$ cat src/rtl/keypad_emulator_if.sv
// Command handshake between a key-press source and the keypad emulator.
interface keypad_emulator_if;
  logic       cmd_valid;
  logic [3:0] cmd_key;
  logic       cmd_ready;
  logic       busy;

  modport master (output cmd_valid, cmd_key, input  cmd_ready, busy);
  modport slave  (input  cmd_valid, cmd_key, output cmd_ready, busy);
endinterface

$ cat src/rtl/keypad_emulator.sv
// Far-end model of a 4x4 keypad: plays one press at a time with LFSR contact
// bounce on make and break, answering the scanner's active-low row selects.
module keypad_emulator #(
  parameter int unsigned TICK_CYCLES   = 4800,
  parameter int unsigned BOUNCE_CYCLES = 240000,
  parameter int unsigned HOLD_CYCLES   = 2400000,
  parameter int unsigned GAP_CYCLES    = 2400000,
  parameter logic [15:0] LFSR_SEED     = 16'hACE1
) (
  input  logic             int_osc,
  input  logic             reset,
  keypad_emulator_if.slave cmd,
  input  logic [3:0]       r_sel,
  output logic [3:0]       col,
  output logic             contact
);

  localparam int unsigned MAX_BH = (BOUNCE_CYCLES > HOLD_CYCLES) ? BOUNCE_CYCLES : HOLD_CYCLES;
  localparam int unsigned MAX_PH = (MAX_BH > GAP_CYCLES) ? MAX_BH : GAP_CYCLES;
  localparam int unsigned PH_W   = (MAX_PH > 1) ? $clog2(MAX_PH) : 1;
  localparam int unsigned TK_W   = (TICK_CYCLES > 1) ? $clog2(TICK_CYCLES) : 1;

  localparam logic [PH_W-1:0] BOUNCE_LAST = PH_W'(BOUNCE_CYCLES - 1);
  localparam logic [PH_W-1:0] HOLD_LAST   = PH_W'(HOLD_CYCLES - 1);
  localparam logic [PH_W-1:0] GAP_LAST    = PH_W'(GAP_CYCLES - 1);
  localparam logic [TK_W-1:0] TICK_LAST   = TK_W'(TICK_CYCLES - 1);
  localparam logic [15:0]     LFSR_MASK   = 16'hB400;

  typedef enum logic [2:0] {
    IDLE,
    BOUNCE_IN,
    HOLD,
    BOUNCE_OUT,
    GAP
  } state_t;

  state_t          state;
  logic [3:0]      key;
  logic [PH_W-1:0] phase_cnt;
  logic [TK_W-1:0] tick_cnt;
  logic [15:0]     lfsr;
  logic [15:0]     lfsr_next;
  logic            tick_wrap;

  // Galois right-shift step; the LFSR free-runs across commands
  assign lfsr_next = {1'b0, lfsr[15:1]} ^ (lfsr[0] ? LFSR_MASK : 16'h0000);
  assign tick_wrap = (tick_cnt == TICK_LAST);

  assign cmd.cmd_ready = (state == IDLE);
  assign cmd.busy      = (state != IDLE);

  always_ff @(posedge int_osc) begin
    if (reset) begin
      state     <= IDLE;
      contact   <= 1'b0;
      key       <= 4'h0;
      phase_cnt <= '0;
      tick_cnt  <= '0;
      lfsr      <= LFSR_SEED;
    end else begin
      case (state)
        IDLE: begin
          if (cmd.cmd_valid) begin
            key       <= cmd.cmd_key;
            phase_cnt <= '0;
            tick_cnt  <= '0;
            contact   <= 1'b1;
            state     <= BOUNCE_IN;
          end
        end

        BOUNCE_IN, BOUNCE_OUT: begin
          if (tick_wrap) begin
            tick_cnt <= '0;
            contact  <= lfsr[0];
            lfsr     <= lfsr_next;
          end else begin
            tick_cnt <= tick_cnt + TK_W'(1);
          end
          // Phase exit overrides the bounce sample taken on the same edge
          if (phase_cnt == BOUNCE_LAST) begin
            phase_cnt <= '0;
            if (state == BOUNCE_IN) begin
              state   <= HOLD;
              contact <= 1'b1;
            end else begin
              state   <= GAP;
              contact <= 1'b0;
            end
          end else begin
            phase_cnt <= phase_cnt + PH_W'(1);
          end
        end

        HOLD: begin
          if (phase_cnt == HOLD_LAST) begin
            phase_cnt <= '0;
            tick_cnt  <= '0;
            contact   <= 1'b0;
            state     <= BOUNCE_OUT;
          end else begin
            phase_cnt <= phase_cnt + PH_W'(1);
          end
        end

        GAP: begin
          if (phase_cnt == GAP_LAST) begin
            phase_cnt <= '0;
            state     <= IDLE;
          end else begin
            phase_cnt <= phase_cnt + PH_W'(1);
          end
        end

        default: begin
          state   <= IDLE;
          contact <= 1'b0;
        end
      endcase
    end
  end

  // A closed key shorts its row to its column whenever its own row is selected
  always_comb begin
    col = 4'hF;
    if (contact && !r_sel[key[3:2]]) begin
      col[key[1:0]] = 1'b0;
    end
  end

endmodule

$ cat src/flat_wrapper.sv
// flat-port wrapper written by rule: the top's interface ports become plain ports
module keypad_emulator_flat 
#(
  parameter int unsigned TICK_CYCLES   = 4800,
  parameter int unsigned BOUNCE_CYCLES = 240000,
  parameter int unsigned HOLD_CYCLES   = 2400000,
  parameter int unsigned GAP_CYCLES    = 2400000,
  parameter logic [15:0] LFSR_SEED     = 16'hACE1
)
  (int_osc, reset, r_sel, col, contact, cmd_cmd_valid, cmd_cmd_key, cmd_cmd_ready, cmd_busy);
  keypad_emulator_if cmd_i ();
  input  logic int_osc;
  input  logic reset;
  input  logic [3:0] r_sel;
  output logic [3:0] col;
  output logic contact;
  input wire logic [$bits(cmd_i.cmd_valid)-1:0] cmd_cmd_valid;
  input wire logic [$bits(cmd_i.cmd_key)-1:0] cmd_cmd_key;
  output wire logic [$bits(cmd_i.cmd_ready)-1:0] cmd_cmd_ready;
  output wire logic [$bits(cmd_i.busy)-1:0] cmd_busy;
  assign cmd_i.cmd_valid = cmd_cmd_valid;
  assign cmd_i.cmd_key = cmd_cmd_key;
  assign cmd_cmd_ready = cmd_i.cmd_ready;
  assign cmd_busy = cmd_i.busy;
  keypad_emulator #(.TICK_CYCLES(TICK_CYCLES), .BOUNCE_CYCLES(BOUNCE_CYCLES), .HOLD_CYCLES(HOLD_CYCLES), .GAP_CYCLES(GAP_CYCLES), .LFSR_SEED(LFSR_SEED)) u_core (.int_osc(int_osc), .reset(reset), .cmd(cmd_i), .r_sel(r_sel), .col(col), .contact(contact));
endmodule
$ cat config.mk
export PLATFORM = sky130hd
export DESIGN_NAME = keypad_emulator_flat
export DESIGN_NICKNAME = d
export VERILOG_FILES = /design/src/rtl/keypad_emulator_if.sv /design/src/rtl/keypad_emulator.sv /design/src/flat_wrapper.sv
export SDC_FILE = /design/constraint.sdc
export NUM_CORES = 1
export LEC_CHECK = 0
export BUFFER_PORTS_ARGS = -buffer_cell sky130_fd_sc_hd__buf_4
export CAP_MARGIN = 15
export CORE_UTILIZATION = 60
export CTS_BUF_LIST = sky130_fd_sc_hd__clkbuf_4 sky130_fd_sc_hd__clkbuf_8
export DETAILED_ROUTE_END_ITERATION = 10
export PLACE_DENSITY = 0.76
export RECOVER_POWER = 25
export SLEW_MARGIN = 20
export SYNTH_ARGS = -nofsm -noshare
export SYNTH_HDL_FRONTEND = slang
export SYNTH_SLANG_ARGS = --single-unit
$ cat constraint.sdc
create_clock -name int_osc -period 4.4 [get_ports int_osc]
set_input_delay 0.66 -clock int_osc [delete_from_list [all_inputs] [get_ports int_osc]]
set_output_delay 0.66 -clock int_osc [all_outputs]
set_load 0.05 [all_outputs]
Word level (Yosys, flattened, before mapping)
Cells that the tools add are included.

storage, ports and cells
  logic and storage cells = 67
  bits of input ports = 11
  bits in registers = 59

operators by class
  $lt $le $gt $ge = 3
  add/sub/neg operators = 2
  eq/ne operators = 12
  reductions and logical operators = 15
  bitwise operators = 3
  mux-type cells = 26

operators by type and width
  cell                     number
  $mux W22                 3
  $pmux W22 S3             1
  $mux W13                 3
  $pmux W13 S3             1
  $add A22 B1 Y22 const B  1
  $eq A22 B18 Y1 const B   1
  $eq A22 B22 Y1 const B   1
  $mux W16                 1
  $xor A15 B16 Y16         1
  $mux W3                  5
  $add A13 B1 Y13 const B  1
  $eq A13 B13 Y1 const B   1
  $pmux W3 S4              1
  $reduce_bool A3 Y1       3
  $reduce_and A4 Y1        2
  $mux W1                  7
  $eq A3 B2 Y1 const B     2
  $lt A2 B3 Y1 const B     2
  $ne A2 B1 Y1 const B     3
  $reduce_and A2 Y1        3
  $mux W4                  1
  $not A4 Y4               1
  $pmux W1 S4              1
  $reduce_or A2 Y1         2
  other kinds (12)         13

Logic depth before layout (Yosys ltp)
Gate-level depths: netlist of run 1.

  word-level depth = 6
  gate-level depth with buffers = 9

Worst setup path before layout of run 1
No wires, ideal clock.

  path kind = input to output
  from = in r_sel[3]
  to = out col[0]
  stages on the path = 4
  buffers on the path = 0
  path slack = 1.991 ns
  data arrival time = 1.749 ns
  cells stage by stage = mux4_2 nor2b_1 nor2b_1 nand2b_1

on the way
  longest elaborated chain between the ends = 5

RTL lines
  item                           line                    text
  from (decl)                    flat_wrapper.sv:14      input logic [3:0] r_sel;
  $bmux W1 S2                    keypad_emulator.sv:126  if (contact && !r_sel[key[3:2]]) begin
  $mux W1 (implied by the code)  keypad_emulator.sv:126
  $logic_not A1 Y1               keypad_emulator.sv:126
  $logic_and A1 B1 Y1            keypad_emulator.sv:126
  $mux W4                        keypad_emulator.sv:126
  to (decl)                      flat_wrapper.sv:15      output logic [3:0] col;

No other way between the ends. The select of a mux whose other input is x is not followed.

Worst setup path in the final report of run 1
  from = in r_sel[3]
  to = out col[2]

The elaborated chain is that of the path after synthesis.

==> results of run 1 <==
kinds of logic (layout without fill, tap and decap cells):
group | count (synthesis) | count (layout) | share of synthesized area, %
compound gates | 63 | 63 | 15.0
simple gates | 163 | 163 | 29.5
buf+inv | 31 | 45 | 4.56
mux | 6 | 6 | 2.50
xor+xnor | 23 | 23 | 6.93
fa+ha+maj | 2 | 2 | 0.861
flops | 59 | 59 | 40.6
path summary, 6_finish.rpt:
| kind | startpoint | endpoint | slack (ns) | cells past startpoint |
|---|---|---|---|---|
| setup / recovery | r_sel[3] | col[2] | 1.85 | 6 |
| hold / removal | u_core.lfsr[5] | u_core.lfsr[4] | 0.46 | 2 |
| setup reg to reg | u_core.phase_cnt[14] | u_core.tick_cnt[11] | 2.07 | 5 |
| hold reg to reg | u_core.lfsr[5] | u_core.lfsr[4] | 0.46 | 2 |
Yosys cell counts, drive strengths merged, types with 2 or more instances:
cell | number | area (µm²)
nor2b | 3 | 18.8
a211oi | 8 | 65.1
mux2i | 5 | 50.1
nor4 | 7 | 43.8
nand3 | 17 | 90.1
a2111oi | 2 | 17.5
o211ai | 2 | 15.0
or3 | 3 | 23.8
a311oi | 7 | 61.3
nand4 | 7 | 58.8
buf | 9 | 50.0
dfxtp | 59 | 1180
and3 | 5 | 31.3
nor4b | 6 | 67.6
a41oi | 2 | 17.5
inv | 11 | 41.3
nor3 | 11 | 55.1
clkbuf | 10 | 37.5
and2 | 4 | 25.0
xnor2 | 20 | 175
and4 | 2 | 17.5
xor2 | 3 | 26.3
o21ai | 9 | 45.0
nor2 | 35 | 131
or4 | 3 | 26.3
ha | 2 | 25.0
nand2 | 52 | 198
a31oi | 3 | 18.8
o31ai | 5 | 51.3
a21oi | 21 | 109
flip-flops by register name, indices dropped and copies added (netlist names):
| register | flops |
|---|---|
| u_core.state | 3 |
| u_core.contact | 1 |
| u_core.phase_cnt | 22 |
| u_core.lfsr | 16 |
| u_core.key | 4 |
| u_core.tick_cnt | 13 |
per-layer routing:
layer | global-route usage, % | vias to the layer above | share of wire, %
met2 | 37.2 | 55 | 44
met3 | 7.31 | 7 | 6.3
met5 | 0 | - | 0
met4 | 11.3 | 0 | 1.2
li1 | - | 1263 | -
met1 | 34.3 | 1179 | 49
worst max-delay path, stage by stage:
cell and delay (ns):
buf_4 0.11, mux4_2 0.45, nor2b_1 0.19, nor2b_1 0.21, nand2_1 0.08, buf_4 0.19
metrics by stage:
stage | cell area [µm²] | hold WS (ns) | setup WS [ns] | util [%] | std cells
CTS | 3210 | 0.460 | 1.84 | 71.3 | 413
floorplan | 2910 | 0.432 | 1.99 | - | 347
finish | 3210 | 0.455 | 1.85 | 71.2 | 413
detailed placement | 3010 | 0.449 | 1.84 | 66.9 | 397
global route | 3210 | 0.481 | 1.77 | 71.2 | 413
global placement | 3010 | 0.439 | 1.90 | 66.9 | 397
layout make-up:
cell class              count  area, µm²  share of cell area [%]
clock inverters             7       76.3                    2.38
inverters                  12       45.0                    1.40
multi-input cells         257       1590                    49.6
repair buffers             17        124                    3.86
flip-flops and latches     59       1180                    36.8
well taps                  52       65.1                    2.03
clock buffers               9        124                    3.86
power by group:
group | internal [mW] | switching (mW) | leakage (nW)
logic | 0.0242 | 0.0478 | 0.497
registers | 0.540 | 0.00654 | 0.477
clock network | 0.264 | 0.226 | 0.0958
total | 0.828 | 0.280 | 1.07
==> results_dict.tcl, run 1 <==
set metrics [dict create \
    path_clk_slew_ns 0.07 \
    crit_fanout 3 \
    final-setup-viol-count 0 \
    synth_area_um2 2910 \
    start_util_pct 64.5 \
    antenna_found_initial 0 \
    ys_warn_count 0 \
    drv_slew 0 \
    cts_tree "built" \
    die_h_um 71.6 \
    rows 24 \
    first_pass_iters 6 \
    fill_cells 370 \
    fin_nets 369 \
    synth.distinct_cells 57 \
    p_per_area_nw_per_um2 345 \
    ys.flop_type "dfxtp_1" \
    syn-num-nets 360 \
    overflow 0 \
    drive_above_1_share_pct 12.2 \
    syn_avg_cell_area_um2 8.38 \
    mostFrequentLayoutCells "dfxtp_1, nand2_1, nor2_1, a21oi_1, xnor2_1" \
    end_kind "output pin" \
    place_congestion 0.817 \
    maxClockFrequency_mhz 393 \
    crit_required_ns 3.74 \
    tightest_slew_ns 0.792 \
    yosysSeqAreaShare_pct 40.6 \
    grt_max_degree 34 \
    cts_buffers 9 \
    critPathKind "in2out" \
    clock_latency_ns 0.34 \
    grt_pass1_vias 2286 \
    drc 0 \
    vias 2504 \
    routed_wirelength_um 5870 \
    dp_hpwl_um 4020 \
    skew_ns 0.00584 \
    cp.arrival_ns 1.89 \
    max-vdd-ir-drop_v 0.000238 \
    cts-resized-gates 0 \
    ant_nets 0 \
    cts_root_buffer "clkbuf_8" \
    grt_pass1_wl_um 10100 \
    start_kind "input pin" \
    synth_edf_count 0 \
    outcome "finished, final reports clean" \
    synth_seq_cells 59 \
    min_period_ns 2.55 \
    final_common_cell "dfxtp_1" \
    n_antenna_cell 0 \
    post-route-period-util_pct 57.9 \
    area_delta_synth_final_pct 10.4 \
    fin_total_pwr_mw 1.11 \
    cts_setup_buffers 0 \
    slew_headroom_pct 47.0 \
    tns_ns 0 \
    async_flop_share_pct 0 \
    die_w_um 71.6 \
    leakage_nw 1.07 \
    hold_path_class "reg2reg" \
    boundaryPins 18 \
    core_area_um2 4500 \
    routedWlPerCell_um 14.2 \
    dieArea_um2 5130 \
    synthCells 347 \
    cts_htree_levels 3 \
    finalHoldViolations 0 \
    clock_sinks 59 \
    grt_use_total_pct 25.2 \
    portBuffers 17 \
    ctsLongestPathBuffers 2 \
    rsz0062_at_grt "false" \
    drt_iter0_markers 176 \
    drt-vias-per-instance 6.06 \
    drv_cap 0 \
    holdBufCountCts 0 \
]
Power figures use the tool's default switching activity.
==> inputs of run 2 (changes only) <==
--- a/config.mk
+++ b/config.mk
@@ -7,10 +7,10 @@
 export LEC_CHECK = 0
 export BUFFER_PORTS_ARGS = -buffer_cell sky130_fd_sc_hd__buf_4
 export CAP_MARGIN = 15
-export CORE_UTILIZATION = 60
+export CORE_UTILIZATION = 56
 export CTS_BUF_LIST = sky130_fd_sc_hd__clkbuf_4 sky130_fd_sc_hd__clkbuf_8
 export DETAILED_ROUTE_END_ITERATION = 10
-export PLACE_DENSITY = 0.76
+export PLACE_DENSITY = 0.74
 export RECOVER_POWER = 25
 export SLEW_MARGIN = 20
 export SYNTH_ARGS = -nofsm -noshare
==> constraint.sdc (replaced) <==
create_clock -name int_osc -period 2.1 [get_ports int_osc]
set_input_delay 0.315 -clock int_osc [delete_from_list [all_inputs] [get_ports int_osc]]
set_output_delay 0.315 -clock int_osc [all_outputs]
set_load 0.05 [all_outputs]
==> run 2 against run 1 <==
  * Sequential cell count unchanged
  * Sequential power up 110%
  * Worst hold slack worse by 0.24 ns
  * Total power up 120%
  * Critical path type is now reg2out
  * Largest cell class unchanged
  * Largest power group is now clock
==> results_dict.tcl, run 2 (synthesized netlist as in run 1, its figures left out) <==
set metrics [dict create \
    final-setup-viol-count 0 \
    core_area_um2 4850 \
    max-vdd-ir-drop_v 0.000505 \
    hold_path_class "in2reg" \
    p_per_area_nw_per_um2 723 \
    stdcell_area_um2 3430 \
    top_regs "u_core.phase_cnt x22, u_core.lfsr x16, u_core.tick_cnt x13" \
    cts_buffers 9 \
    leakage_nw 1.18 \
    r2r_start "u_core.tick_cnt[11]" \
    slew_headroom_pct 60.0 \
    r2r_setup_slack_ns 0.13 \
    drt-vias-per-instance 5.74 \
    dp_hpwl_um 4360 \
    start_kind "flop" \
    dieArea_um2 5480 \
    critPathKind "reg2out" \
    drv_cap 0 \
    drc 0 \
    r2r-end "u_core.contact" \
    holdBufCountCts 0 \
    min_period_ns 2.04 \
    die_h_um 74.0 \
    rsz0062_at_grt "true" \
    routed_wirelength_um 6320 \
    clock_latency_ns 0.34 \
    drive_above_1_share_pct 18.4 \
    boundaryPins 18 \
    final_common_cell "dfxtp_1" \
    area_delta_synth_final_pct 17.9 \
    cts_tree "built" \
    first_pass_iters 4 \
    mostFrequentLayoutCells "dfxtp_1, nand2_1, nor2_1, buf_4" \
    fin_nets 389 \
    grt_use_total_pct 25.4 \
    grtUsageMet1_pct 35.8 \
    crit_required_ns 1.78 \
    top_register "u_core.phase_cnt" \
    portBuffers 17 \
    met2_usage_pct 35.6 \
    grt_max_degree 34 \
    endpoint "col[2]" \
    maxClockFrequency_mhz 490 \
    tightest_slew_ns 0.602 \
    cts_htree_levels 3 \
    grt_pass1_vias 2258 \
    die_w_um 74.0 \
    largest_reg_flops 22 \
    place_inst 432 \
    overflow 0 \
    place_congestion 0.875 \
    critPathLaunch "u_core.key[2]" \
    post-route-period-util_pct 97.2 \
    rows 25 \
    cp.arrival_ns 1.73 \
    antenna_found_initial 0 \
    skew_ns 0.00903 \
    end_kind "output pin" \
    path_clk_slew_ns 0.07 \
    clock_sinks 59 \
    vias 2572 \
    fin_cells 448 \
    ctsLongestPathBuffers 2 \
    cts_setup_buffers 0 \
    r2r_cells 5 \
    finalHoldViolations 0 \
    grt.busiest_layer "met1" \
    start_util_pct 59.9 \
    tns_ns 0 \
    post_dp_cell_area_um2 3200 \
    outcome "finished, final reports clean" \
    cts_root_buffer "clkbuf_8" \
    drt_iter0_markers 256 \
    crit_fanout 3 \
    drv_slew 0 \
    grt_pass1_wl_um 10500 \
    n_antenna_cell 0 \
    grt.met3_usage_pct 6.64 \
    routedWlPerCell_um 14.1 \
    ant_nets 0 \
]
## run 2: cell count changes in the layout (fill, tap and decap cells not counted), sizes merged
cell | before | now
buf | 16 | 31
clkbuf | 10 | 15
clkinvlp | 2 | 3
bufinv | 1 | 2
inv | 10 | 11
clkinv | 6 | 3
## run 2: power by group
part           internal [mW]  total, mW  switching [mW]  leakage, nW
clock                  0.673       1.16           0.486        0.102
combinational         0.0665      0.176           0.109        0.601
sequential              1.13       1.14          0.0124        0.478
total                   1.87       2.48           0.607         1.18
## run 2: area by class of cell
cell class	instances	area, µm²
Clock buffer	9	124
Timing Repair Buffer	37	279
Fill cell	393	1420
Sequential cell	59	1180
Clock inverter	7	100
Tap cell	67	83.8
Inverter	12	45.0
Multi-Input combinational cell	257	1610
## run 2: metrics by stage
step | total power [mW] | utilization [%] | worst slack [ns] | hold WS [ns]
detailed placement | 1.34 | 66.0 | 0.130 | 0.442
CTS | 2.50 | 71.0 | 0.0109 | 0.213
floorplan | 1.28 | - | 0.184 | 0.432
global route | 2.57 | 70.7 | -0.00642 | 0.212
global placement | 1.34 | 66.0 | 0.207 | 0.440
finish | 2.48 | 70.7 | 0.0585 | 0.214
## run 2: worst min-delay path by stage
stage,end,from,slack [ns],cells past startpoint
6_report,u_core.key[3],cmd_cmd_key[3],0.21,3
5_1_grt,u_core.key[3],cmd_cmd_key[3],0.21,3
4_1_cts,u_core.key[3],cmd_cmd_key[3],0.21,3
3_5_place_dp,u_core.lfsr[2],u_core.lfsr[3],0.44,2
3_3_place_gp,u_core.lfsr[3],u_core.lfsr[4],0.44,2
2_1_floorplan,u_core.lfsr[1],u_core.lfsr[2],0.43,2
## run 2: critical path: stages, from the launching register on
cell and delay (ns):
dfxtp_2 0.34, mux4_2 0.52, nor2b_4 0.15, nor2b_4 0.16
nand2_1 0.08, buf_6 0.16
## run 2: routing by layer
layer / up-vias / wire, µm
li1: 1304 / -
met1: 1186 / 3130
met2: 67 / 2690
met3: 15 / 357
met4: 0 / 143
met5: - / 0
## run 2: timing repair
action / in CTS / in global routing
pin swaps: 0 / 0
endpoints found under the hold margin: 0 / 0
gates resized for setup: 5 / 6
setup endpoints to repair: 2 / 4
